### src/rtl/csr_write_sched_if.sv
// ---------------------------------------------------------------------------
// csr_write_sched_if
// Bundles the request, trap and CSR-file write signals of csr_write_sched.
//   slave  modport : scheduler view (csr_write_sched)
//   master modport : requester / environment view (pipeline, trap unit, file)
// Signal summary:
//   pipe_we/pipe_addr/pipe_din -> WB-stage CSR write request, pipe_stall back
//   trap_req/trap_pc/trap_cause/trap_tval -> trap entry, trap_ack/trap_done/busy back
//   csr_we/csr_waddr/csr_wdata -> CSR file write port
// Optional macro CSR_RAW_FWD_EN adds rd_addr/rd_din/rd_dout (same-cycle
// read-after-write forwarding for the ID stage).
// ---------------------------------------------------------------------------
interface csr_write_sched_if #(
   parameter int ADDR_W = 12,
   parameter int DATA_W = 32
);
   logic              pipe_we;
   logic [ADDR_W-1:0] pipe_addr;
   logic [DATA_W-1:0] pipe_din;
   logic              pipe_stall;
   logic              trap_req;
   logic [DATA_W-1:0] trap_pc;
   logic [DATA_W-1:0] trap_cause;
   logic [DATA_W-1:0] trap_tval;
   logic              trap_ack;
   logic              trap_done;
   logic              busy;
   logic              csr_we;
   logic [ADDR_W-1:0] csr_waddr;
   logic [DATA_W-1:0] csr_wdata;
`ifdef CSR_RAW_FWD_EN
   logic [ADDR_W-1:0] rd_addr;
   logic [DATA_W-1:0] rd_din;
   logic [DATA_W-1:0] rd_dout;
`endif

   modport slave (
      input  pipe_we, pipe_addr, pipe_din,
      output pipe_stall,
      input  trap_req, trap_pc, trap_cause, trap_tval,
      output trap_ack, trap_done, busy,
      output csr_we, csr_waddr, csr_wdata
`ifdef CSR_RAW_FWD_EN
      ,
      input  rd_addr, rd_din,
      output rd_dout
`endif
   );

   modport master (
      output pipe_we, pipe_addr, pipe_din,
      input  pipe_stall,
      output trap_req, trap_pc, trap_cause, trap_tval,
      input  trap_ack, trap_done, busy,
      input  csr_we, csr_waddr, csr_wdata
`ifdef CSR_RAW_FWD_EN
      ,
      output rd_addr, rd_din,
      input  rd_dout
`endif
   );
endinterface

### src/rtl/csr_write_sched.sv
// ---------------------------------------------------------------------------
// csr_write_sched
// Arbitrates the single write port of the 4096x32 CSR file between the
// WB-stage CSR write and the trap unit's three-write sequence
// (mepc, mcause, mtval). The trap wins on contention; the pipeline write is
// stalled (never dropped), so writes land in request order.
// Ports:
//   clk  : rising-edge clock
//   rst  : asynchronous active-high reset
//   bus  : csr_write_sched_if.slave (pipe_*, trap_*, busy, csr_* signals)
// All csr_* outputs, trap_ack, trap_done and busy are registered;
// pipe_stall (and rd_dout when present) are combinational.
// Optional macro CSR_RAW_FWD_EN: adds rd_addr/rd_din/rd_dout forwarding of
// the value currently on the write port to the ID stage.
// ---------------------------------------------------------------------------
module csr_write_sched #(
   parameter int                ADDR_W      = 12,
   parameter int                DATA_W      = 32,
   parameter logic [ADDR_W-1:0] MEPC_ADDR   = 12'h341,
   parameter logic [ADDR_W-1:0] MCAUSE_ADDR = 12'h342,
   parameter logic [ADDR_W-1:0] MTVAL_ADDR  = 12'h343
) (
   input logic               clk,
   input logic               rst,
   csr_write_sched_if.slave  bus
);

   typedef enum logic [1:0] {
      IDLE    = 2'd0,
      W_EPC   = 2'd1,
      W_CAUSE = 2'd2,
      W_TVAL  = 2'd3
   } state_t;

   state_t            state_q, state_d;
   logic              csr_we_q, csr_we_d;
   logic [ADDR_W-1:0] csr_waddr_q, csr_waddr_d;
   logic [DATA_W-1:0] csr_wdata_q, csr_wdata_d;
   logic              trap_ack_q, trap_ack_d;
   logic              trap_done_q, trap_done_d;
   logic              busy_q, busy_d;
   // The trap PC goes straight into csr_wdata_q on acceptance (it is the
   // first write), so only cause and tval need their own holding registers.
   logic [DATA_W-1:0] cause_q, cause_d;
   logic [DATA_W-1:0] tval_q, tval_d;

   // Next-state and registered-output computation for the write-port FSM
   always_comb begin
      state_d     = state_q;
      csr_we_d    = 1'b0;
      csr_waddr_d = csr_waddr_q;
      csr_wdata_d = csr_wdata_q;
      trap_ack_d  = 1'b0;
      trap_done_d = 1'b0;
      busy_d      = 1'b0;
      cause_d     = cause_q;
      tval_d      = tval_q;
      case (state_q)
         IDLE: begin
            if (bus.trap_req) begin
               // trap has priority; a simultaneous pipe write is stalled
               state_d     = W_EPC;
               cause_d     = bus.trap_cause;
               tval_d      = bus.trap_tval;
               csr_we_d    = 1'b1;
               csr_waddr_d = MEPC_ADDR;
               csr_wdata_d = bus.trap_pc;
               trap_ack_d  = 1'b1;
               busy_d      = 1'b1;
            end else if (bus.pipe_we) begin
               csr_we_d    = 1'b1;
               csr_waddr_d = bus.pipe_addr;
               csr_wdata_d = bus.pipe_din;
            end else begin
               csr_we_d    = 1'b0;
            end
         end
         W_EPC: begin
            state_d     = W_CAUSE;
            csr_we_d    = 1'b1;
            csr_waddr_d = MCAUSE_ADDR;
            csr_wdata_d = cause_q;
            busy_d      = 1'b1;
         end
         W_CAUSE: begin
            state_d     = W_TVAL;
            csr_we_d    = 1'b1;
            csr_waddr_d = MTVAL_ADDR;
            csr_wdata_d = tval_q;
            trap_done_d = 1'b1;
            busy_d      = 1'b1;
         end
         W_TVAL: begin
            state_d = IDLE;
            // the held pipe write can use the slot right after mtval,
            // unless another trap is already waiting for IDLE
            if (bus.pipe_we && !bus.trap_req) begin
               csr_we_d    = 1'b1;
               csr_waddr_d = bus.pipe_addr;
               csr_wdata_d = bus.pipe_din;
            end else begin
               csr_we_d    = 1'b0;
            end
         end
         default: begin
            state_d  = IDLE;
            csr_we_d = 1'b0;
         end
      endcase
   end

   // State and output registers with asynchronous reset
   always_ff @(posedge clk or posedge rst) begin
      if (rst) begin
         state_q     <= IDLE;
         csr_we_q    <= 1'b0;
         csr_waddr_q <= {ADDR_W{1'b0}};
         csr_wdata_q <= {DATA_W{1'b0}};
         trap_ack_q  <= 1'b0;
         trap_done_q <= 1'b0;
         busy_q      <= 1'b0;
         cause_q     <= {DATA_W{1'b0}};
         tval_q      <= {DATA_W{1'b0}};
      end else begin
         state_q     <= state_d;
         csr_we_q    <= csr_we_d;
         csr_waddr_q <= csr_waddr_d;
         csr_wdata_q <= csr_wdata_d;
         trap_ack_q  <= trap_ack_d;
         trap_done_q <= trap_done_d;
         busy_q      <= busy_d;
         cause_q     <= cause_d;
         tval_q      <= tval_d;
      end
   end

   assign bus.pipe_stall = bus.pipe_we & ((state_q != IDLE) | bus.trap_req);
   assign bus.csr_we     = csr_we_q;
   assign bus.csr_waddr  = csr_waddr_q;
   assign bus.csr_wdata  = csr_wdata_q;
   assign bus.trap_ack   = trap_ack_q;
   assign bus.trap_done  = trap_done_q;
   assign bus.busy       = busy_q;

`ifdef CSR_RAW_FWD_EN
   // Forward the value on the write port so a same-cycle read sees it
   assign bus.rd_dout = (csr_we_q && (csr_waddr_q == bus.rd_addr)) ? csr_wdata_q : bus.rd_din;
`endif

endmodule

### src/flat_wrapper.sv
// flat-port wrapper written by rule: the top's interface ports become plain ports
module csr_write_sched_flat 
#(
   parameter int                ADDR_W      = 12,
   parameter int                DATA_W      = 32,
   parameter logic [ADDR_W-1:0] MEPC_ADDR   = 12'h341,
   parameter logic [ADDR_W-1:0] MCAUSE_ADDR = 12'h342,
   parameter logic [ADDR_W-1:0] MTVAL_ADDR  = 12'h343
)
  (clk, rst, bus_pipe_we, bus_pipe_addr, bus_pipe_din, bus_pipe_stall, bus_trap_req, bus_trap_pc, bus_trap_cause, bus_trap_tval, bus_trap_ack, bus_trap_done, bus_busy, bus_csr_we, bus_csr_waddr, bus_csr_wdata);
  csr_write_sched_if #(.ADDR_W(ADDR_W), .DATA_W(DATA_W)) bus_i ();
  input logic clk;
  input logic rst;
  input wire logic [$bits(bus_i.pipe_we)-1:0] bus_pipe_we;
  input wire logic [$bits(bus_i.pipe_addr)-1:0] bus_pipe_addr;
  input wire logic [$bits(bus_i.pipe_din)-1:0] bus_pipe_din;
  output wire logic [$bits(bus_i.pipe_stall)-1:0] bus_pipe_stall;
  input wire logic [$bits(bus_i.trap_req)-1:0] bus_trap_req;
  input wire logic [$bits(bus_i.trap_pc)-1:0] bus_trap_pc;
  input wire logic [$bits(bus_i.trap_cause)-1:0] bus_trap_cause;
  input wire logic [$bits(bus_i.trap_tval)-1:0] bus_trap_tval;
  output wire logic [$bits(bus_i.trap_ack)-1:0] bus_trap_ack;
  output wire logic [$bits(bus_i.trap_done)-1:0] bus_trap_done;
  output wire logic [$bits(bus_i.busy)-1:0] bus_busy;
  output wire logic [$bits(bus_i.csr_we)-1:0] bus_csr_we;
  output wire logic [$bits(bus_i.csr_waddr)-1:0] bus_csr_waddr;
  output wire logic [$bits(bus_i.csr_wdata)-1:0] bus_csr_wdata;
  assign bus_i.pipe_we = bus_pipe_we;
  assign bus_i.pipe_addr = bus_pipe_addr;
  assign bus_i.pipe_din = bus_pipe_din;
  assign bus_pipe_stall = bus_i.pipe_stall;
  assign bus_i.trap_req = bus_trap_req;
  assign bus_i.trap_pc = bus_trap_pc;
  assign bus_i.trap_cause = bus_trap_cause;
  assign bus_i.trap_tval = bus_trap_tval;
  assign bus_trap_ack = bus_i.trap_ack;
  assign bus_trap_done = bus_i.trap_done;
  assign bus_busy = bus_i.busy;
  assign bus_csr_we = bus_i.csr_we;
  assign bus_csr_waddr = bus_i.csr_waddr;
  assign bus_csr_wdata = bus_i.csr_wdata;
  csr_write_sched #(.ADDR_W(ADDR_W), .DATA_W(DATA_W), .MEPC_ADDR(MEPC_ADDR), .MCAUSE_ADDR(MCAUSE_ADDR), .MTVAL_ADDR(MTVAL_ADDR)) u_core (.clk(clk), .rst(rst), .bus(bus_i));
endmodule
### config.mk
export PLATFORM = sky130hd
export DESIGN_NAME = csr_write_sched_flat
export DESIGN_NICKNAME = d
export VERILOG_FILES = /design/src/rtl/csr_write_sched_if.sv /design/src/rtl/csr_write_sched.sv /design/src/flat_wrapper.sv
export SDC_FILE = /design/constraint.sdc
export NUM_CORES = 1
export LEC_CHECK = 0
export ABC_AREA = 1
export CORE_ASPECT_RATIO = 0.5
export CORE_MARGIN = 2
export CORE_UTILIZATION = 47
export CTS_CLUSTER_SIZE = 16
export DETAILED_ROUTE_END_ITERATION = 12
export PLACE_DENSITY = 0.93
export SLEW_MARGIN = 20
export SYNTH_ARGS = -nofsm -noshare
export SYNTH_HDL_FRONTEND = slang
export SYNTH_SLANG_ARGS = --single-unit
### constraint.sdc
create_clock -name clk -period 4 [get_ports clk]
set_input_delay 0.6 -clock clk [delete_from_list [all_inputs] [get_ports clk]]
set_output_delay 0.6 -clock clk [all_outputs]
set_load 0.005 [all_outputs]
After elaboration in Yosys (flattened, before gate mapping)
Cells that the tools add are included.
- register bits: 114
- input port bits: 144
- output and inout port bits: 49
- eq/ne operators: 6
- muxes and demuxes: 18
- bitwise operators: 2
- reduce and logical (&&, ||, !) cells: 7
- operators by type and width (kind ; count):
    $pmux 32 s4 ; 1
    $mux 32 ; 3
    $pmux 12 s4 ; 1
    $mux 12 ; 3
    $pmux 2 s4 ; 1
    $mux 1 ; 6
    $eq 2x2->1 const B ; 2
    $reduce_and 2->1 ; 2
    $ne 3x3->1 const B ; 1
    $pmux 1 s3 ; 1
    $eq 2x1->1 const B ; 1
    $logic_not 2->1 ; 1
    $mux 2 ; 1
    $ne 2x1->1 const B ; 1
    $ne 2x2->1 const B ; 1
    $pmux 1 s2 ; 1
    $reduce_bool 2->1 ; 1
    $reduce_or 2->1 ; 1
    $and 1x1->1 ; 1
    $logic_and 1x1->1 ; 1
    $logic_not 1->1 ; 1
    $or 1x1->1 ; 1

Longest topological paths before layout
- depth in word-level cells: 4
- mapped depth: 10
- mapped depth without buffers: 9

Worst setup path after synthesis
Ideal clock, no wire load.
- kind: in2out
- start: input bus_trap_req
- end: output bus_pipe_stall
- arrival: 1097 ps
- setup slack: 2303 ps
- stages on the path: 4
- path through: buf_6 inv_6 buf_2 a21boi_0
- cells in the longest elaborated chain, start to end: 2
- RTL lines (what ; RTL line ; source):
    start: declaration ; flat_wrapper.sv:18 ; input wire logic [$bits(bus_i.trap_req)-1:0] bus_trap_req;
    $or 1x1->1 ; csr_write_sched.sv:137 ; assign bus.pipe_stall = bus.pipe_we & ((state_q != IDLE) | bus.trap_req);
    $and 1x1->1 ; csr_write_sched.sv:137 ;
    end: declaration ; flat_wrapper.sv:17 ; output wire logic [$bits(bus_i.pipe_stall)-1:0] bus_pipe_stall;
No other way between the ends.

Worst setup path after layout
Ends and elaborated chain as after synthesis.

==> flow_summary.json <==
{
  "power_leakage_nw": 4.59,
  "min_to": "u_core.bus.csr_waddr[6]",
  "antenna_found_initial": 0,
  "timing.rr.end": "u_core.tval_q[11]",
  "ys_warn_count": 0,
  "routed.top_layer": "met4",
  "grt_usage_pct": 27.9,
  "gp_congestion": 0.898,
  "core_area_mm2": 0.0126,
  "cts_inserted_buffers": 17,
  "path_class": "in2out",
  "finalCritPeriodShare_pct": 68.9,
  "viasPerCell": 5.10,
  "nFillCells": 939,
  "drv_cap": 0,
  "overflow": 0,
  "critical_path.slowest_cell": "clkdlybuf4s50_1",
  "synth_cells": 888,
  "synth_fp_nets": 1039,
  "synth_area_leader_cell": "dfrtp_1",
  "cp.required_ns": 3.40,
  "timing.fmax_mhz": 363,
  "setup_ws_ns": 1.24,
  "r2r_cells": 6,
  "critPathMaxFanout": 36,
  "htree_levels": 4,
  "wl_per_cell_um": 15.0,
  "final_cell_mix": "nand2_1 (552), clkdlybuf4s50_1 (192), dfrtp_1 (114)",
  "wl_met2_mm": 8.82,
  "rows": 29,
  "worstSetupEndpointType": "primary output",
  "cts_tree": "yes",
  "drive_gt1_share_pct": 4.66,
  "drc": 0,
  "die_w_um": 165,
  "worst-path-buf-inv": 3,
  "netlist.area_leader.share_pct": 47.1,
  "synth_area_leaders": "dfrtp_1 (47%), nand2_1 (34%), nand3_1 (6.2%)",
  "hold_buffers": 0,
  "grt_max_degree": 67,
  "yosysSeqAreaShare_pct": 47.1,
  "layout.nets": 1210,
  "grt_pass1_vias": 6559,
  "crit_chain": "clkdlybuf4s50_1, inv_6, a21boi_0, clkdlybuf4s50_1",
  "fp.dieH_um": 84.3,
  "ant_nets": 0,
  "antenna_cells": 0,
  "synthArstFlopShare_pct": 100,
  "syn_area_per_cell_um2": 6.82,
  "grt_pass1_wl_mm": 30.4,
  "port-buffer-count": 192,
  "crit_path_start_kind": "input pin",
  "dieArea_mm2": 0.0139,
  "worstSkewPairLatency_ns": 0.42,
  "min_period_ns": 2.76,
  "fin_skew_ns": 0.00962,
  "rsz0062_at_grt": "false",
  "peakVddDrop_mv": 0.346,
  "setup_viol": 0,
  "cts_sinks": 114,
  "slew_viol_final": 0,
  "syn_area_mm2": 0.00605,
  "via_count": 6334,
  "mostFrequentLayoutCell": "nand2_1",
  "hold_start": "u_core.bus.csr_waddr[6]",
  "synth_flop_cell": "dfrtp_1",
  "cts_max_path_buffers": 2,
  "final_hold_viol_count": 0,
  "io_pins": 193,
  "reg2reg_from": "u_core.state_q[1]",
  "rrSetupSlack_ns": 1.83,
  "critPathArrivalTime_ns": 2.16,
  "max_slew_margin_pct": 41.4,
  "run_status": "completed",
  "tightest_slew_ns": 0.880,
  "wl_met3_mm": 1.30,
  "dp_hpwl_mm": 12.1,
  "postCtsSetupRepairBufs": 0,
  "drt_iter0_markers": 615,
  "fin_tns_setup_ns": 0,
  "cp-startpoint": "bus_trap_req",
  "root_buffer": "clkbuf_16",
  "critPathMaxStageDelay_ns": 0.57,
  "crit_top_cell": "clkdlybuf4s50_1",
  "ys_ff_latch": 114,
  "wl_mm": 18.6,
  "hp-class": "reg2reg",
  "ys_types": 18,
  "place_ws_ns": 1.18,
  "wl_met1_mm": 7.54,
  "start_util_pct": 47.9,
  "drt-pass1-iter-count": 5,
  "holdPathStages": 2,
  "path_clk_slew_ns": 0.05,
  "crit_family": "buffers and inverters",
  "syn2layout_area_growth_pct": 41.6,
  "cts_resized": 0,
  "fin_util_pct": 67.9,
  "power_density_mw_per_mm2": 730,
  "power.total_w": 0.00626,
  "synth-edff-count": 0
}
power by group:
group / total, W / internal (W) / switching, W
Combinational: 0.00273 / 0.00113 / 0.00160
Sequential: 0.00201 / 0.00170 / 0.000301
Clock: 0.00153 / 0.00100 / 0.000526
tightest hold or removal path: stages, from the launching register on:
cell	delay, ns
dfrtp_1	0.34
nand2_1	0.05
nand2_1	0.05
area by class of cell:
type / count / area, um2 / share of cell area (%)
repair buffers: 199 / 1970 / 23.0
well taps: 170 / 213 / 2.48
multi-input cells: 653 / 2650 / 30.9
inverters: 74 / 292 / 3.40
clock inverters: 11 / 135 / 1.58
clock buffers: 21 / 460 / 5.37
flip-flops and latches: 114 / 2850 / 33.3
worst max-delay path by stage:
stage | cells after the start | end
final | 4 | bus_pipe_stall
after global routing | 4 | bus_pipe_stall
after CTS | 4 | bus_pipe_stall
after detailed placement | 6 | u_core.cause_q[25]
after global placement | 6 | u_core.cause_q[25]
after floorplan | 1 | u_core.bus.busy
per-stage QoR:
step | hold WS [ns] | cell area (um2) | instances
floorplan | 0.449 | 6050 | 888
global placement | 0.462 | 7980 | 1210
detailed placement | 0.464 | 7980 | 1210
CTS | 0.479 | 8570 | 1242
global route | 0.497 | 8580 | 1242
finish | 0.475 | 8580 | 1242
Yosys cell counts (2+ instances only):
cell,instances
nand2_1,553
dfrtp_1,114
nand3_1,75
inv_1,71
buf_2,30
buf_4,7
ha_1,7
clkbuf_1,6
o21ai_0,6
buf_6,4
nor2_1,4
or2_2,3
inv_6,2
nand2_4,2
kinds of logic (layout without fill, tap and decap cells):
family / Yosys count / after routing / share of synthesized area (%)
flip-flops: 114 / 114 / 47.1
AND/OR/NAND/NOR: 638 / 638 / 41.5
buffers and inverters: 121 / 305 / 9.22
AO/OA/AOI/OAI: 8 / 8 / 0.703
adder cells (fa/ha/maj): 7 / 7 / 1.45
state kept, by name, summed over array words and instances (netlist names):
name and flops:
u_core.bus.csr_wdata 32, u_core.cause_q 32, u_core.tval_q 32, u_core.bus.csr_waddr 12
u_core.state_q 2, u_core.bus.busy 1, u_core.bus.csr_we 1, u_core.bus.trap_ack 1
u_core.bus.trap_done 1
layer usage:
metal,GRT usage (%),vias up
met1,34.2,2947
li1,-,2999
met2,45.9,297
met3,5.98,91
met4,16.7,0
met5,0,-
Power figures use the tool's default switching activity.
